--- src/rtl/ula_operandos.sv ---
// Operand sequencer for the 8-bit ULA: loads A, B and op code on successive button presses, then latches S/FLAG_O.
// One EXECUTA cycle after the B press; result registered at the edge ending EXECUTA. There is no backpressure; presses are ignored in EXECUTA.
module ula_operandos #(
    parameter int N = 8
) (
    input  logic         clk,
    input  logic         reset,
    input  logic [N-1:0] dado,
    input  logic [1:0]   op,
    input  logic         botao,
    input  logic [N-1:0] S,
    input  logic         FLAG_O,
    output logic [N-1:0] A,
    output logic [N-1:0] B,
    output logic [1:0]   vetor,
    output logic         valido,
    output logic [N-1:0] resultado,
    output logic         overflow,
    output logic [3:0]   ovf_cont,
    output logic [1:0]   estado
);

    localparam logic [1:0] CARREGA_A = 2'b00;
    localparam logic [1:0] CARREGA_B = 2'b01;
    localparam logic [1:0] EXECUTA   = 2'b10;
    localparam logic [1:0] MOSTRA    = 2'b11;

    logic [1:0]   r_estado;
    logic         r_botao_ant;
    logic [N-1:0] r_a;
    logic [N-1:0] r_b;
    logic [1:0]   r_vetor;
    logic [N-1:0] r_resultado;
    logic         r_overflow;
    logic [3:0]   r_ovf_cont;
    logic         w_press;

    assign w_press = botao & ~r_botao_ant;

    always_ff @(posedge clk) begin
        if (reset) begin
            // Preset high so a button held across reset release is not seen as a press
            r_botao_ant <= 1'b1;
            r_estado    <= CARREGA_A;
            r_a         <= '0;
            r_b         <= '0;
            r_vetor     <= '0;
            r_resultado <= '0;
            r_overflow  <= 1'b0;
            r_ovf_cont  <= '0;
        end else begin
            r_botao_ant <= botao;
            case (r_estado)
                CARREGA_A: begin
                    if (w_press) begin
                        r_a      <= dado;
                        r_estado <= CARREGA_B;
                    end
                end
                CARREGA_B: begin
                    if (w_press) begin
                        r_b      <= dado;
                        r_vetor  <= op;
                        r_estado <= EXECUTA;
                    end
                end
                EXECUTA: begin
                    r_resultado <= S;
                    r_overflow  <= FLAG_O;
                    if (FLAG_O && (r_ovf_cont != 4'hF))
                        r_ovf_cont <= r_ovf_cont + 4'd1;
                    r_estado <= MOSTRA;
                end
                default: begin
                    if (w_press)
                        r_estado <= CARREGA_A;
                end
            endcase
        end
    end

    assign A         = r_a;
    assign B         = r_b;
    assign vetor     = r_vetor;
    assign valido    = (r_estado == EXECUTA);
    assign resultado = r_resultado;
    assign overflow  = r_overflow;
    assign ovf_cont  = r_ovf_cont;
    assign estado    = r_estado;

endmodule

--- config.mk ---
export PLATFORM = sky130hd
export DESIGN_NAME = ula_operandos
export DESIGN_NICKNAME = d
export VERILOG_FILES = /design/src/rtl/ula_operandos.sv
export SDC_FILE = /design/constraint.sdc
export NUM_CORES = 1
export LEC_CHECK = 0
export ABC_AREA = 1
export BUFFER_PORTS_ARGS = -buffer_cell sky130_fd_sc_hd__buf_2
export CAP_MARGIN = 25
export CORE_ASPECT_RATIO = 1.4
export CORE_UTILIZATION = 40
export DETAILED_ROUTE_END_ITERATION = 6
export GPL_ROUTABILITY_DRIVEN = 0
export PLACE_DENSITY_LB_ADDON = 0.08
export SYNTH_ARGS = -nofsm -noshare
export SYNTH_HDL_FRONTEND = slang
export SYNTH_SLANG_ARGS = --single-unit
--- constraint.sdc ---
create_clock -name clk -period 3.05 [get_ports clk]
set_input_delay 0.61 -clock clk [delete_from_list [all_inputs] [get_ports clk]]
set_output_delay 0.61 -clock clk [all_outputs]
set_load 0.05 [all_outputs]
==> metrics.yaml, run 1 <==
status: "complete, no violations"
num-fill-cells: 323
synthCells: 176
synth_cell_types: 19
hold_depth: 2
portBuffers: 55
period_share_pct: 68.5
use_met2_pct: 31.6
tns_ns: 0
dp_hpwl_um: 2230
hold_ws_ns: 0.476
cts_setup_buffers: 0
grt_max_degree: 33
finalNetCount: 260
comb_power_share_pct: 16.3
layoutNonFillerInstCount: 273
period_minus_slack_ns: 2.09
ctsResizeCount: 0
ctsHoldBuffers: 0
cts_tree: "built"
hold_class: "reg2reg"
intPower_mw: 0.685
synth_area_leaders: "dfxtp_1, nor2_1, o21ai_0, ha_1, nand2_1"
synth_warnings: 0
drt_iter0_markers: 12
drive_above_1_share_pct: 30.3
top_usage_layer: "met2"
first_global_vias: 1196
dp_slack_ns: 1.26
drv_slew: 0
yosysTopAreaCell: "dfxtp_1"
dpl.cell_count: 265
chipHeight_um: 70.7
grt_util_all_layers_pct: 18.1
vias_per_cell: 4.70
finalPower_mw: 0.966
clkSinkCount: 34
antenna_cells: 0
cp_max_fo: 12
vdd_drop_max_v: 0.000377
syn_nets: 203
coreArea_mm2: 0.00315
clk_pin_slew_ns: 0.06
netlist_area_mm2: 0.00135
setup_ws_ns: 0.960
grt-ovfl-total: 0
grt.met3_usage_pct: 5.16
clk_latency_ns: 0.28
yosysSeqAreaShare_pct: 50.4
p_leak_nw: 0.930
routedWlPerCell_um: 11.2
area_growth_pct: 27.9
crit_path_end_kind: "output pin"
ff2ff_path_depth: 9
cp.required_ns: 2.44
powerDensity_mw_per_mm2: 559
utilization_pct: 54.8
setup_viol: 0
crit_arrival_ns: 1.48
cts_made_buffers: 5
finalWirelength_um: 3060
tightest_slew_ns: 0.839
ant_nets: 0
p_switching_mw: 0.281
grt_pass1_wl_um: 5010
die_w_um: 51.1
num_rows: 24
slew_headroom_pct: 44.0
placed_cell_area_mm2: 0.00164
clockRootBuffer: "clkbuf_8"
clock_skew_ns: 0.00207
dieArea_mm2: 0.00361
p_clk_share_pct: 34.6
fmaxAchievable_mhz: 478
antenna_found_initial: 0
avgSynthCellArea_um2: 7.67
start_util_pct: 42.8
max-cap-violations: 0
htree_levels: 2
synth-seq-cells: 34
grtUsageMet1_pct: 19.9
worstSetupPathType: "reg2out"
switching_share_pct: 29.1
clockBufferDepth: 2
cp-start-kind: "flop"
synth_top_area_share_pct: 50.4
drc: 0
p_seq_share_pct: 49.1
drt_pre_antenna_iters: 4
design_area_mm2: 0.00173
finalHoldViolations: 0
vias: 1284
pin_count: 56
rsz0062_at_grt: "no"
[critical path: stages, from the launching register on]
cell and delay [ns]:
dfxtp_1 0.34, inv_1 0.11, ha_1 0.42, buf_2 0.34
[final cells by class]
type / count / area, µm² / share of cell area (%)
Clock buffer: 7 / 86.3 / 5.00
Clock inverter: 1 / 5.00 / 0.290
Inverter: 13 / 48.8 / 2.83
Multi-Input combinational cell: 124 / 582 / 33.7
Sequential cell: 34 / 681 / 39.4
Tap cell: 39 / 48.8 / 2.83
Timing Repair Buffer: 55 / 275 / 15.9
[layer usage]
metal / vias up / part of all wire [%]
met5: - / 0
met4: 0 / 1.1
met3: 4 / 5.5
met2: 37 / 51
met1: 577 / 42
li1: 666 / -
[cell families (layout without fill, tap and decap cells)]
kind of cell    Yosys count  in the layout  share of synthesized area (%)
simple gates             90             90                           27.2
compound gates           29             29                           11.3
flops                    34             34                           50.4
fa+ha+maj                 5              5                           4.63
buf+inv                  18             76                           6.49
[cells in the mapped netlist]
cell,n
or2_2,1
buf_2,1
nand3_1,5
nor2_1,66
clkbuf_4,2
nor2_4,2
a21oi_1,2
dfxtp_1,34
nand2_2,1
nand2_1,14
o21ai_1,8
ha_1,5
buf_6,1
o21ai_2,2
o21ai_0,17
buf_4,1
nand4_1,1
inv_1,10
inv_2,3
[placed cells by master (no fill, tap or decap)]
cell type,count
a21oi_1,2
buf_2,55
clkbuf_1,1
clkbuf_8,6
clkinv_2,1
dfxtp_1,34
ha_1,5
inv_1,10
inv_2,3
nand2_1,14
nand2_2,1
nand3_1,5
nand4_1,1
nor2_1,66
nor2_4,2
o21ai_0,17
o21ai_1,8
o21ai_2,2
or2_2,1
[path summary, 6_finish.rpt]
kind            endpoint  slack [ns]  startpoint
max               valido        0.96   estado[0]
min             overflow        0.48    overflow
max reg2reg  ovf_cont[0]        1.47   estado[0]
min reg2reg     overflow        0.48    overflow
[power by group through the flow]
stage / clock [mW] / combinational (mW) / sequential, mW
after global routing: 0.360 / 0.168 / 0.477
after floorplan: 0 / 0.0505 / 0.549
after global placement: 0 / 0.156 / 0.484
final: 0.334 / 0.157 / 0.475
after CTS: 0.346 / 0.159 / 0.475
after detailed placement: 0 / 0.158 / 0.484
[registers in the layout (all words and copies together) (netlist names)]
signal and cells:
estado 2, ovf_cont 4, vetor 2, B 8, A 8, r_botao_ant 1
resultado 8, overflow 1
No activity file was read; power rests on OpenSTA's default activity.
==> run 2: changes to the inputs <==
==> constraint.sdc (replaced) <==
create_clock -name clk -period 2.1 [get_ports clk]
set_input_delay 0.42 -clock clk [delete_from_list [all_inputs] [get_ports clk]]
set_output_delay 0.42 -clock clk [all_outputs]
set_load 0.05 [all_outputs]
==> metrics.yaml, run 2 (synthesized netlist as in run 1, its figures left out) <==
status: "complete, no violations"
ctsHoldBuffers: 0  # unchanged
dp_hpwl_um: 2230  # +0.22%
crit_path_end_kind: "output pin"
hold_class: "in2reg"
cts_tree: "built"
critPathLaunch: "estado[0]"
tns_ns: 0  # unchanged
dpl.cell_count: 266  # +0.38%
switching_share_pct: 29.4  # +0.34 points
area_growth_pct: 28.5
clk_latency_ns: 0.28  # about the same
cp_max_fo: 12  # unchanged
die_w_um: 51.1  # unchanged
cp.required_ns: 1.68  # -0.76 ns
min_to: "overflow"
fmaxAchievable_mhz: 532
clockBufferDepth: 2  # unchanged
hold_ws_ns: 0.309  # -0.167 ns
grt_max_degree: 22  # -33%
drive_above_1_share_pct: 30.6  # +0.30 points
slew_headroom_pct: 74.2  # +30 points
chipHeight_um: 70.7  # unchanged
start_util_pct: 42.8  # unchanged
period_share_pct: 89.6
ctsResizeCount: 0  # unchanged
vdd_drop_max_v: 0.000526  # +40%
drt_pre_antenna_iters: 4  # unchanged
p_clk_share_pct: 34.8  # +0.2 points
rsz0062_at_grt: "no"
first_global_vias: 1220  # +2.0%
coreArea_mm2: 0.00315  # unchanged
num_rows: 24  # unchanged
min_from: "reset"
drc: 0  # unchanged
htree_levels: 2  # unchanged
clk_pin_slew_ns: 0.07  # about the same
grt_pass1_wl_um: 5160  # +3.0%
layoutNonFillerInstCount: 274  # +0.37%
worstReg2RegStart: "estado[0]"
clockRootBuffer: "clkbuf_8"
utilization_pct: 55.0  # +0.24 points
finalHoldViolations: 0  # unchanged
antenna_cells: 0  # unchanged
clkSinkCount: 34  # unchanged
hold_depth: 2  # unchanged
routedWlPerCell_um: 11.3  # +1.3%
p_seq_share_pct: 48.8  # -0.3 points
finalWirelength_um: 3110  # +1.6%
crit_slowest_cell: "ha_1"
antenna_found_initial: 0  # unchanged
finalPower_mw: 1.41  # +46%
clock_skew_ns: 0.00478  # +0.00271 ns
max_stage_delay_ns: 0.40  # -0.02 ns
setup_viol: 0  # unchanged
worstSetupPathType: "reg2out"
drt_iter0_markers: 24  # +12
comb_power_share_pct: 16.3  # about the same
vias_per_cell: 4.78  # +1.7%
dieArea_mm2: 0.00361  # unchanged
cts_setup_buffers: 0  # unchanged
powerDensity_mw_per_mm2: 814  # +46%
crit_arrival_ns: 1.46  # -0.02 ns
finalNetCount: 261  # +0.38%
intPower_mw: 0.996  # +45%
ant_nets: 0  # unchanged
r2r_end: "ovf_cont[1]"
drv_slew: 0  # unchanged
cts_made_buffers: 5  # unchanged
ff2ff_path_depth: 7  # -2
cp_cell_sequence: "inv_1 > ha_1 > buf_2"
portBuffers: 55  # unchanged
tightest_slew_ns: 0.387  # -0.452 ns
period_minus_slack_ns: 1.88
p_leak_nw: 0.935  # +0.52%
pin_count: 56  # unchanged
grt-ovfl-total: 0  # unchanged
reg2reg_slack_ns: 0.53  # -0.94 ns
cp-start-kind: "flop"
p_switching_mw: 0.415  # +48%
final_common_cell: "nor2_1"
max-cap-violations: 0  # unchanged
mostFrequentLayoutCells: "nor2_1, buf_2, dfxtp_1"
vias: 1310  # +2.0%
grt_util_all_layers_pct: 19.0  # +0.98 points
[run 2: metrics by stage]
stage / area [µm²] / worst slack, ns
floorplan: 1350 / 0.177
global placement: 1640 / 0.558
detailed placement: 1640 / 0.509
CTS: 1730 / 0.193
global route: 1730 / 0.115
finish: 1730 / 0.219
[run 2: power groups by stage]
stage	combinational, mW	sequential (mW)	clock, mW
2_1_floorplan	0.0733	0.798	0
4_1_cts	0.233	0.690	0.511
3_3_place_gp	0.228	0.702	0
5_1_grt	0.248	0.692	0.540
3_5_place_dp	0.231	0.703	0
6_report	0.231	0.689	0.492
[run 2: how the worst max path moves through the flow]
stage | end | slack (ns) | depth (start not counted)
after global routing | valido | 0.11 | 3
after floorplan | estado[1] | 0.18 | 7
after global placement | valido | 0.56 | 3
final | valido | 0.22 | 3
after CTS | valido | 0.19 | 3
after detailed placement | valido | 0.51 | 3
[run 2: layout make-up]
cell class              count  area, µm²
flip-flops and latches     34        681
clock inverters             1       5.00
clock buffers               7       86.3
inverters                  13       48.8
fillers                   327       1420
well taps                  39       48.8
multi-input cells         124        582
repair buffers             56        283
[run 2: layer usage]
metal / vias up / track usage [%] / routed length (µm)
met5: - / 0 / 0
met4: 0 / 8.64 / 57
met3: 6 / 6.24 / 161
met2: 38 / 31.1 / 1530
met1: 601 / 22.1 / 1360
li1: 665 / - / -
[run 2: worst max-delay path: cells and delay by family (launching register included)]
kind / cells / cell delay, ns
fa+ha+maj: 1 / 0.40
buf+inv: 2 / 0.44
flops: 1 / 0.34
